$ cat src/rtl/breadboard_sweeper_if.sv
// Handshake and pin bundle between the truth-table sweeper and its controller/breadboard.
// The master side drives the requests and breadboard outputs; the slave is the sweeper.
interface breadboard_sweeper_if;
    logic       start;
    logic       abort;
    logic [3:0] first;
    logic [3:0] last;
    logic       w;
    logic       x;
    logic       y;
    logic       z;
    logic [9:0] f;
    logic       row_valid;
    logic       row_ready;
    logic [3:0] row_idx;
    logic [9:0] row_f;
    logic [9:0] sig;
    logic       busy;
    logic       done;

    modport master (
        output start, abort, first, last, f, row_ready,
        input  w, x, y, z, row_valid, row_idx, row_f, sig, busy, done
    );

    modport slave (
        input  start, abort, first, last, f, row_ready,
        output w, x, y, z, row_valid, row_idx, row_f, sig, busy, done
    );
endinterface

$ cat src/rtl/breadboard_sweeper.sv
// Walks a range of 4-bit truth-table rows, lets the breadboard settle, captures f per row,
// presents each row on a valid/ready handshake and folds accepted rows into a signature.
module breadboard_sweeper #(
    parameter int unsigned SETTLE = 2
) (
    input logic                  clk,
    input logic                  rst_n,
    breadboard_sweeper_if.slave  bus
);
    typedef enum logic [1:0] {StIdle, StSettle, StOut, StDone} state_t;

    localparam logic [3:0] Reload = 4'(SETTLE - 1);

    state_t     state_q;
    logic [3:0] idx_q;
    logic [3:0] last_q;
    logic [3:0] cnt_q;
    logic [3:0] row_idx_q;
    logic [9:0] row_f_q;
    logic [9:0] sig_q;
    logic       row_valid_q;
    logic       busy_q;
    logic       done_q;

    always_ff @(posedge clk) begin
        if (!rst_n) begin
            state_q     <= StIdle;
            idx_q       <= '0;
            last_q      <= '0;
            cnt_q       <= '0;
            row_idx_q   <= '0;
            row_f_q     <= '0;
            sig_q       <= '0;
            row_valid_q <= 1'b0;
            busy_q      <= 1'b0;
            done_q      <= 1'b0;
        end else if (bus.abort && state_q != StIdle) begin
            // Cancel keeps idx (pins hold) and sig, drops everything visible.
            state_q     <= StIdle;
            row_valid_q <= 1'b0;
            busy_q      <= 1'b0;
            done_q      <= 1'b0;
        end else begin
            unique case (state_q)
                StIdle: begin
                    done_q <= 1'b0;
                    if (bus.start && !bus.abort) begin
                        idx_q   <= bus.first;
                        last_q  <= bus.last;
                        sig_q   <= '0;
                        cnt_q   <= Reload;
                        busy_q  <= 1'b1;
                        state_q <= StSettle;
                    end
                end
                StSettle: begin
                    if (cnt_q == 4'd0) begin
                        row_f_q     <= bus.f;
                        row_idx_q   <= idx_q;
                        row_valid_q <= 1'b1;
                        state_q     <= StOut;
                    end else begin
                        cnt_q <= cnt_q - 4'd1;
                    end
                end
                StOut: begin
                    if (bus.row_ready) begin
                        sig_q       <= {sig_q[8:0], sig_q[9]} ^ row_f_q;
                        row_valid_q <= 1'b0;
                        if (idx_q == last_q) begin
                            done_q  <= 1'b1;
                            state_q <= StDone;
                        end else begin
                            idx_q   <= idx_q + 4'd1;
                            cnt_q   <= Reload;
                            state_q <= StSettle;
                        end
                    end
                end
                StDone: begin
                    done_q  <= 1'b0;
                    busy_q  <= 1'b0;
                    state_q <= StIdle;
                end
                default: state_q <= StIdle;
            endcase
        end
    end

    assign {bus.w, bus.x, bus.y, bus.z} = idx_q;
    assign bus.row_valid = row_valid_q;
    assign bus.row_idx   = row_idx_q;
    assign bus.row_f     = row_f_q;
    assign bus.sig       = sig_q;
    assign bus.busy      = busy_q;
    assign bus.done      = done_q;
endmodule

$ cat src/flat_wrapper.sv
// flat-port wrapper written by rule: the top's interface ports become plain ports
module breadboard_sweeper_flat 
#(
    parameter int unsigned SETTLE = 2
)
  (clk, rst_n, bus_start, bus_abort, bus_first, bus_last, bus_f, bus_row_ready, bus_w, bus_x, bus_y, bus_z, bus_row_valid, bus_row_idx, bus_row_f, bus_sig, bus_busy, bus_done);
  breadboard_sweeper_if bus_i ();
  input logic clk;
  input logic rst_n;
  input wire logic [$bits(bus_i.start)-1:0] bus_start;
  input wire logic [$bits(bus_i.abort)-1:0] bus_abort;
  input wire logic [$bits(bus_i.first)-1:0] bus_first;
  input wire logic [$bits(bus_i.last)-1:0] bus_last;
  input wire logic [$bits(bus_i.f)-1:0] bus_f;
  input wire logic [$bits(bus_i.row_ready)-1:0] bus_row_ready;
  output wire logic [$bits(bus_i.w)-1:0] bus_w;
  output wire logic [$bits(bus_i.x)-1:0] bus_x;
  output wire logic [$bits(bus_i.y)-1:0] bus_y;
  output wire logic [$bits(bus_i.z)-1:0] bus_z;
  output wire logic [$bits(bus_i.row_valid)-1:0] bus_row_valid;
  output wire logic [$bits(bus_i.row_idx)-1:0] bus_row_idx;
  output wire logic [$bits(bus_i.row_f)-1:0] bus_row_f;
  output wire logic [$bits(bus_i.sig)-1:0] bus_sig;
  output wire logic [$bits(bus_i.busy)-1:0] bus_busy;
  output wire logic [$bits(bus_i.done)-1:0] bus_done;
  assign bus_i.start = bus_start;
  assign bus_i.abort = bus_abort;
  assign bus_i.first = bus_first;
  assign bus_i.last = bus_last;
  assign bus_i.f = bus_f;
  assign bus_i.row_ready = bus_row_ready;
  assign bus_w = bus_i.w;
  assign bus_x = bus_i.x;
  assign bus_y = bus_i.y;
  assign bus_z = bus_i.z;
  assign bus_row_valid = bus_i.row_valid;
  assign bus_row_idx = bus_i.row_idx;
  assign bus_row_f = bus_i.row_f;
  assign bus_sig = bus_i.sig;
  assign bus_busy = bus_i.busy;
  assign bus_done = bus_i.done;
  breadboard_sweeper #(.SETTLE(SETTLE)) u_core (.clk(clk), .rst_n(rst_n), .bus(bus_i));
endmodule
$ cat config.mk
export PLATFORM = sky130hd
export DESIGN_NAME = breadboard_sweeper_flat
export DESIGN_NICKNAME = d
export VERILOG_FILES = /design/src/rtl/breadboard_sweeper_if.sv /design/src/rtl/breadboard_sweeper.sv /design/src/flat_wrapper.sv
export SDC_FILE = /design/constraint.sdc
export NUM_CORES = 1
export LEC_CHECK = 0
export ABC_AREA = 1
export CORE_ASPECT_RATIO = 1.2
export CORE_MARGIN = 2
export CORE_UTILIZATION = 48
export DETAILED_ROUTE_END_ITERATION = 7
export GPL_TIMING_DRIVEN = 1
export HOLD_SLACK_MARGIN = 0.15
export PLACE_DENSITY = 0.91
export SYNTH_ARGS = -nofsm -noshare
export SYNTH_HDL_FRONTEND = slang
export SYNTH_SLANG_ARGS = --single-unit
$ cat constraint.sdc
create_clock -name clk -period 1.9 [get_ports clk]
set_input_delay 0.285 -clock clk [delete_from_list [all_inputs] [get_ports clk]]
set_output_delay 0.285 -clock clk [all_outputs]
set_load 0.03 [all_outputs]
After elaboration in Yosys (flattened, before gate mapping). Cells that the tools add are included. Widths: inputs -> output; s select.

Multiplexer cells: 25. Bitwise gates (word level): 3. $add $sub $neg: 2. Reductions and logical operators: 22. Equality and inequality tests: 10.

Operators with widths (number): $mux 4 (7); $mux 10 (2); $pmux 10 s2 (1); $reduce_and 3->1 (5); $pmux 4 s3 (1); $reduce_bool 2->1 (5); $xor 10x10->10 (1); $mux 2 (4); $pmux 2 s4 (1); $pmux 4 s2 (1); $ne 2x1->1 const B (3); $ne 2x2->1 const B (3); $pmux 1 s2 (3); $reduce_and 6->1 (1); $mux 1 (5); $reduce_and 5->1 (1); $add 4x1->4 const B (1); $eq 2x2->1 const B (2); $eq 4x4->1 (1); $logic_not 4->1 (1); $reduce_and 4->1 (1); $reduce_or 2->1 (2); $sub 4x1->4 const B (1); $reduce_bool 3->1 (1); other kinds (6) (8).

Output and inout bits: 31. Logic and storage cells: 72. Input bits: 23. Flip-flop bits (word level): 41.

Depth between registers and ports, before layout. Gate-level depths: netlist (run 1).

Depth after elaboration: 4. Gate-level depth with buffers: 11. Mapped depth without buffers: 11.

Worst setup path after synthesis (run 1). Ideal clock, no wire load.

Path kind: register to register. Start point: register u_core.state_q[0]. End point: register u_core.cnt_q[2]. Data arrival time: 1.357 ns. Path buffers: 1. Cell stages (with the launch flop): 12. Required time: 1.780 ns. Library setup time: 0.120 ns. Slack: 0.423 ns. Clock period less this slack: 1.477 ns. Cell sequence: dfxtp_1 -> inv_1 -> ha_1 -> buf_6 -> nand2_2 -> nand2_1 -> inv_2 -> nand3_1 -> nor2_4 -> nand2_1 -> nand2_1 -> a21oi_1.

Longest elaborated chain between the ends: 4. Elaborated cells on any way between the ends: 13. Classes of those cells: eq/ne (6); mux (1); bitwise (1); reduce/logical (5).

RTL lines: from (decl) (line breadboard_sweeper.sv:14) `state_t state_q;`; from (signal assigned) (line breadboard_sweeper.sv:27) `state_q <= StIdle;`; from (signal assigned) (line breadboard_sweeper.sv:39) `state_q <= StIdle;`; from (signal assigned) (line breadboard_sweeper.sv:53) `state_q <= StSettle;`; parallel branches: the longest is 4 deep, another holds $reduce_and 6->1; to (signal assigned) (line breadboard_sweeper.sv:51) `cnt_q <= Reload;`; to (signal assigned) (line breadboard_sweeper.sv:63) `cnt_q <= cnt_q - 4'd1;`; to (signal assigned) (line breadboard_sweeper.sv:75) `cnt_q <= Reload;`; to (decl) (line breadboard_sweeper.sv:17) `logic [3:0] cnt_q;`.

Parallel ways; which one is timed is not known. A chain may end at the register's enable or synchronous reset.

Worst setup path in the final report (run 1).
Start point: register u_core.idx_q[2]. End point: output bus_x.

RTL lines: from (decl) (line breadboard_sweeper.sv:15) `logic [3:0] idx_q;`; from (signal assigned) (line breadboard_sweeper.sv:48) `idx_q <= bus.first;`; from (signal assigned) (line breadboard_sweeper.sv:74) `idx_q <= idx_q + 4'd1;`; to (decl) (line flat_wrapper.sv:17) `output wire logic [$bits(bus_i.x)-1:0] bus_x;`.

No word-level cell between the ends.

==> impl_metrics.env, run 1 <==
export IMPL_cts_made_buffers=5
export IMPL_synth_flop_cell="dfxtp_1"
export IMPL_port_buffers=53
export IMPL_gp_congestion=0.821
export IMPL_die_y_um=74.5
export IMPL_cellLeakagePower_nw=1.08
export IMPL_synth_compound_area_share_pct=20.7
export IMPL_nNetsFinal=348
export IMPL_fin_worst_skew_ns=0.00488
export IMPL_num_vias=1943
export IMPL_core_area_um2=3970
export IMPL_rsz0062_at_grt="false"
export IMPL_slew_viol_final=0
export IMPL_yosys_warnings=0
export IMPL_dp_hpwl_um=3310
export IMPL_setup_violations=0
export IMPL_tritoncts="yes"
export IMPL_fp_dieW_um=62.8
export IMPL_synth_xor_area_share_pct=2.20
export IMPL_cp_slowest_stage_delay_ns=0.73
export IMPL_seqCellArea_um2=821
export IMPL_synth_top_family_by_area="simple AND/OR/NAND/NOR gates"
export IMPL_clkSinkCount=41
export IMPL_grt_max_degree=32
export IMPL_globalRouteOverflowTotal=0
export IMPL_synth_seq_area_share_pct=41.3
export IMPL_crit_family="buffers and inverters"
export IMPL_p_per_area_nw_per_um2=1760
export IMPL_crit_required_ns=1.62
export IMPL_start_util_pct=50.1
export IMPL_antenna_cells=0
export IMPL_netlist_area_um2=1990
export IMPL_critical_path_class="reg -> out"
export IMPL_crit_buf_inv=1
export IMPL_postCtsHoldBufs=0
export IMPL_syn_inst=265
export IMPL_drtAntennaViolNets=0
export IMPL_critPathLaunch="u_core.idx_q[2]"
export IMPL_cp_max_fo=9
export IMPL_syn_to_final_growth_pct=33.1
export IMPL_htreeDepth=2
export IMPL_worstReg2RegStart="u_core.state_q[1]"
export IMPL_rows=25
export IMPL_antenna_found_initial=0
export IMPL_clk_latency_ns=0.30
export IMPL_synth_commonest_cells="dfxtp_1, o21ai_0, a21oi_1"
export IMPL_fin_setup_tns_ns=0
export IMPL_p_int_mw=2.54
export IMPL_cts_setup_buffers=0
export IMPL_ys_types=27
export IMPL_viasPerCell=5.21
export IMPL_fillerInstances=338
export IMPL_max_vdd_ir_drop_mv=0.871
export IMPL_grt_pass1_wl_um=8000
export IMPL_hold_path_class="reg -> reg"
export IMPL_yosys_area_top_type="dfxtp_1"
export IMPL_period_share_pct=95.6
export IMPL_hold_viol=0
export IMPL_cp_slowest_cell="clkdlybuf4s50_1"
export IMPL_synth_mux_area_fraction_pct=0
export IMPL_synth_top_cell_area_share_pct=41.3
export IMPL_min_from="u_core.last_q[3]"
export IMPL_synth_most_common_cell="dfxtp_1"
export IMPL_synth_seq_cells=41
export IMPL_synthTopCellsByArea="dfxtp_1, o21ai_0, a21oi_1"
export IMPL_tightest_slew_ns=0.484
export IMPL_path_cells="clkdlybuf4s50_1"
export IMPL_multi_input_area_um2=991
export IMPL_maxCapViolations=0
export IMPL_syn_area_per_cell_um2=7.51
export IMPL_path_clk_slew_ns=0.08
export IMPL_p_sw_share_pct=45.6
export IMPL_cp_arrival_ns=1.53
export IMPL_ios=54
export IMPL_drtIter0Drc=56
export IMPL_dieArea_um2=4680
export IMPL_drc_errors=0
export IMPL_comb_power_share_pct=53.3
export IMPL_synth_edf_count=0
export IMPL_grt_pass1_vias=1793
export IMPL_start_kind="flop"
export IMPL_period_needed_ns=1.82
export IMPL_cts_max_path_buffers=2
export IMPL_p_clk_share_pct=15.3
export IMPL_synth_simple_area_share_pct=22.4
export IMPL_detail_route_wl_per_cell_um=12.9
export IMPL_synth_fa_ha_area_share_pct=4.40
export IMPL_detailed_place_area_um2=2530
export IMPL_async_flop_share_pct=0
export IMPL_stdcell_area_um2=2650
export IMPL_dr_pass1_iters=4
export IMPL_p_seq_share_pct=31.4
export IMPL_syn_nets=295
export IMPL_totalWireLength_um=4810
export IMPL_grt_use_total_pct=21.5
export IMPL_cts_root_buf="clkbuf_8"
export IMPL_fmax_mhz=550
export IMPL_drive_gt1_share_pct=9.09
export IMPL_status="finished, final reports clean"
export IMPL_maxSlewHeadroom_pct=67.7
export IMPL_p_switching_mw=2.13
export IMPL_worstSetupEndpointType="output pin"
-- power by group through the flow --
stage / logic [mW] / registers (mW) / clock network, mW
global route: 2.73 / 1.51 / 0.747
detailed placement: 2.45 / 1.47 / 0
finish: 2.49 / 1.47 / 0.715
CTS: 2.48 / 1.46 / 0.721
floorplan: 1.26 / 1.91 / 0
global placement: 2.40 / 1.47 / 0
-- placed cells by master, fill, tap and decap left out, types with 4 or more instances in the layout --
| master | n |
|---|---|
| inv_1 | 22 |
| inv_2 | 4 |
| nand3_1 | 17 |
| dfxtp_1 | 41 |
| clkbuf_8 | 5 |
| clkdlybuf4s50_1 | 53 |
| nand2_1 | 32 |
| nor2_1 | 32 |
| o21ai_0 | 40 |
| ha_1 | 6 |
| a21oi_1 | 34 |
-- cells by family after synthesis --
group,Yosys count
buf+inv,37
flops,41
fa+ha+maj,7
compound gates,79
simple gates,96
xor+xnor,5
-- routing by layer --
layer  vias up  GRT usage (%)  part of all wire, %
met4         0           7.41                  1.3
met5         -              0                    0
li1        979              -                    -
met1       904           23.6                   43
met3         7           5.75                  5.7
met2        53           40.6                   50
-- registers in the layout, indices dropped and copies added, names as in the netlist --
signal	cells
u_core.last_q	4
u_core.bus.busy	1
u_core.state_q	2
u_core.idx_q	4
u_core.bus.done	1
u_core.bus.row_f	10
u_core.bus.row_valid	1
u_core.cnt_q	4
u_core.bus.row_idx	4
u_core.bus.sig	10
-- timing repair --
action	CTS	global route
endpoints found under the hold margin	0	0
gates resized for setup	0	3
endpoints found under the setup margin	0	13
-- metrics by stage --
stage | instances | worst slack, ns | utilization [%] | total power, mW | hold slack [ns]
floorplan | 265 | 0.423 | - | 3.18 | 0.423
global placement | 365 | 0.174 | 63.7 | 3.87 | 0.453
detailed placement | 365 | 0.123 | 63.7 | 3.93 | 0.456
CTS | 373 | 0.0632 | 66.5 | 4.67 | 0.469
global route | 373 | 0.0283 | 66.6 | 4.99 | 0.491
finish | 373 | 0.0828 | 66.6 | 4.67 | 0.467
-- worst paths after layout --
check | end | slack (ns) | cells after the start
hold reg to reg | u_core.last_q[3] | 0.47 | 2
hold / removal | u_core.last_q[3] | 0.47 | 2
setup / recovery | bus_x | 0.08 | 1
setup reg to reg | u_core.cnt_q[0] | 0.23 | 11
-- final cells by class --
class	instances	share of cell area [%]
Clock buffer	6	2.74
Timing Repair Buffer	56	20.9
Tap cell	54	2.55
Sequential cell	41	31.0
Clock inverter	2	1.47
Multi-Input combinational cell	187	37.4
Inverter	27	3.92
(Power assumes the default switching activity.)
==> inputs of run 2 (changes only) <==
--- a/config.mk
+++ b/config.mk
@@ -9,8 +9,8 @@
 export CORE_ASPECT_RATIO = 1.2
 export CORE_MARGIN = 2
 export CORE_UTILIZATION = 48
+export CTS_BUF_LIST = sky130_fd_sc_hd__clkbuf_8 sky130_fd_sc_hd__clkbuf_16
 export DETAILED_ROUTE_END_ITERATION = 7
-export GPL_TIMING_DRIVEN = 1
 export HOLD_SLACK_MARGIN = 0.15
 export PLACE_DENSITY = 0.91
 export SYNTH_ARGS = -nofsm -noshare
==> constraint.sdc (replaced) <==
create_clock -name clk -period 1.9 [get_ports clk]
set_input_delay 0.38 -clock clk [delete_from_list [all_inputs] [get_ports clk]]
set_output_delay 0.38 -clock clk [all_outputs]
set_load 0.03 [all_outputs]
==> run 2 against run 1 <==
Compared with the run above:
- worst setup slack better by 0.0045 ns
- critical path depth stayed put
- sequential share of layout area is 0.17 points lower
- sequential power hardly changed
- first-iteration DRC count is 95% higher
- total power hardly changed
- clock skew is 0.0050 ns higher
- clock power is 2% lower
- utilization is 0.38 points higher
- combinational power is 2% higher
- non-clock buffer count is 2 higher
- die area stayed put
- critical path type unchanged
- critical endpoint is now bus_w
==> impl_metrics.env, run 2 (synthesis results as in run 1) <==
export IMPL_setup_violations=0
export IMPL_grt_pass1_vias=1778
export IMPL_syn_to_final_growth_pct=33.8
export IMPL_seqCellArea_um2=821
export IMPL_rows=25
export IMPL_globalRouteOverflowTotal=0
export IMPL_core_area_um2=3970
export IMPL_totalWireLength_um=4790
export IMPL_ios=54
export IMPL_critical_path_class="reg -> out"
export IMPL_reg2reg_setup_slack_ns=0.22
export IMPL_slew_viol_final=0
export IMPL_layout_common_cells="clkdlybuf4s50_1, dfxtp_1, o21ai_0"
export IMPL_htreeDepth=2
export IMPL_dieArea_um2=4680
export IMPL_tightest_slew_ns=0.482
export IMPL_grt_max_degree=32
export IMPL_multi_input_area_um2=991
export IMPL_dpl_worst_slack_ns=0.0183
export IMPL_stdcell_area_um2=2660
export IMPL_path_clk_slew_ns=0.07
export IMPL_port_buffers=53
export IMPL_cp_max_fo=5
export IMPL_cp_slowest_cell="clkdlybuf4s50_1"
export IMPL_detail_route_wl_per_cell_um=12.8
export IMPL_num_vias=1914
export IMPL_dp_hpwl_um=3410
export IMPL_fillerInstances=349
export IMPL_rsz0062_at_grt="false"
export IMPL_drtAntennaViolNets=0
export IMPL_path_cells="clkdlybuf4s50_1"
export IMPL_grt_pass1_wl_um=7840
export IMPL_crit_required_ns=1.52
export IMPL_worstReg2RegStart="u_core.state_q[0]"
export IMPL_cts_max_path_buffers=2
export IMPL_hold_path_class="reg -> reg"
export IMPL_clk_latency_ns=0.30
export IMPL_fmax_mhz=552
export IMPL_tritoncts="yes"
export IMPL_crit_family="buffers and inverters"
export IMPL_fp_dieW_um=62.8
export IMPL_hold_viol=0
export IMPL_period_share_pct=95.4
export IMPL_drtIter0Drc=109
export IMPL_setup_slack_ns=0.0873
export IMPL_maxCapViolations=0
export IMPL_start_kind="flop"
export IMPL_drc_errors=0
export IMPL_max_vdd_ir_drop_mv=0.994
export IMPL_viasPerCell=5.10
export IMPL_grt_use_total_pct=20.9
export IMPL_fin_worst_skew_ns=0.00986
export IMPL_maxSlewHeadroom_pct=67.8
export IMPL_min_from="u_core.last_q[3]"
export IMPL_start_util_pct=50.1
export IMPL_cp_arrival_ns=1.43
export IMPL_layout_commonest_cell="clkdlybuf4s50_1"
export IMPL_nNetsFinal=350
export IMPL_p_per_area_nw_per_um2=1750
export IMPL_crit_buf_inv=1
export IMPL_critPathLaunch="u_core.idx_q[3]"
export IMPL_fin_setup_tns_ns=0
export IMPL_period_needed_ns=1.81
export IMPL_cts_made_buffers=5
export IMPL_worstSetupEndpointType="output pin"
export IMPL_antenna_cells=0
export IMPL_cp_slowest_stage_delay_ns=0.72
export IMPL_cellLeakagePower_nw=1.09
export IMPL_drive_gt1_share_pct=9.66
export IMPL_cts_root_buf="clkbuf_8"
export IMPL_clkSinkCount=41
export IMPL_antenna_found_initial=0
export IMPL_gp_congestion=0.850
export IMPL_status="finished, final reports clean"
export IMPL_dr_pass1_iters=4
export IMPL_die_y_um=74.5
export IMPL_detailed_place_area_um2=2550
[run 2: changes by cell type in the layout (fill, tap and decap cells not counted)]
cell,before,now
clkbuf_1,1,0
buf_4,3,5
inv_1,22,23
[run 2: cell type report]
| class | instances | area share, % |
|---|---|---|
| well taps | 54 | 2.54 |
| flip-flops and latches | 41 | 30.8 |
| repair buffers | 58 | 21.3 |
| inverters | 27 | 3.90 |
| clock inverters | 3 | 1.60 |
| multi-input cells | 187 | 37.2 |
| clock buffers | 5 | 2.58 |
[run 2: stage by stage]
step / power, mW / utilization (%) / std cells / hold slack, ns
after floorplan: 3.18 / - / 265 / 0.435
after global placement: 3.88 / 64.1 / 367 / 0.452
after detailed placement: 3.95 / 64.1 / 367 / 0.460
after CTS: 4.66 / 66.9 / 375 / 0.471
after global routing: 4.99 / 67.0 / 375 / 0.498
final: 4.67 / 67.0 / 375 / 0.468
[run 2: path summary, 6_finish.rpt]
path / endpoint / cells past startpoint
max: bus_w / 1
min: u_core.last_q[3] / 2
max reg2reg: u_core.idx_q[1] / 11
min reg2reg: u_core.last_q[3] / 2
[run 2: worst min-delay path: stages, from the launching register on]
cell and delay [ns]:
dfxtp_1 0.32, inv_1 0.05, a21oi_1 0.05
[run 2: report_power, final]
group          internal (mW)  switching, mW
clock network          0.389          0.309
logic                  0.983           1.54
registers               1.18          0.263
total                   2.55           2.12
[run 2: per-layer routing]
layer	vias to the layer above	GRT usage [%]	part of all wire, %
met5	-	0	0
met4	0	6.91	1.0
met3	7	4.99	5.3
met2	58	38.7	51
met1	861	23.9	43
li1	988	-	-
[run 2: what timing repair did]
| action | 4_1_cts | 5_1_grt |
|---|---|---|
| endpoints found under the setup margin | 0 | 14 |
| hold buffers | 0 | 0 |
| setup buffers | 0 | 0 |
| gates resized for setup | 0 | 3 |
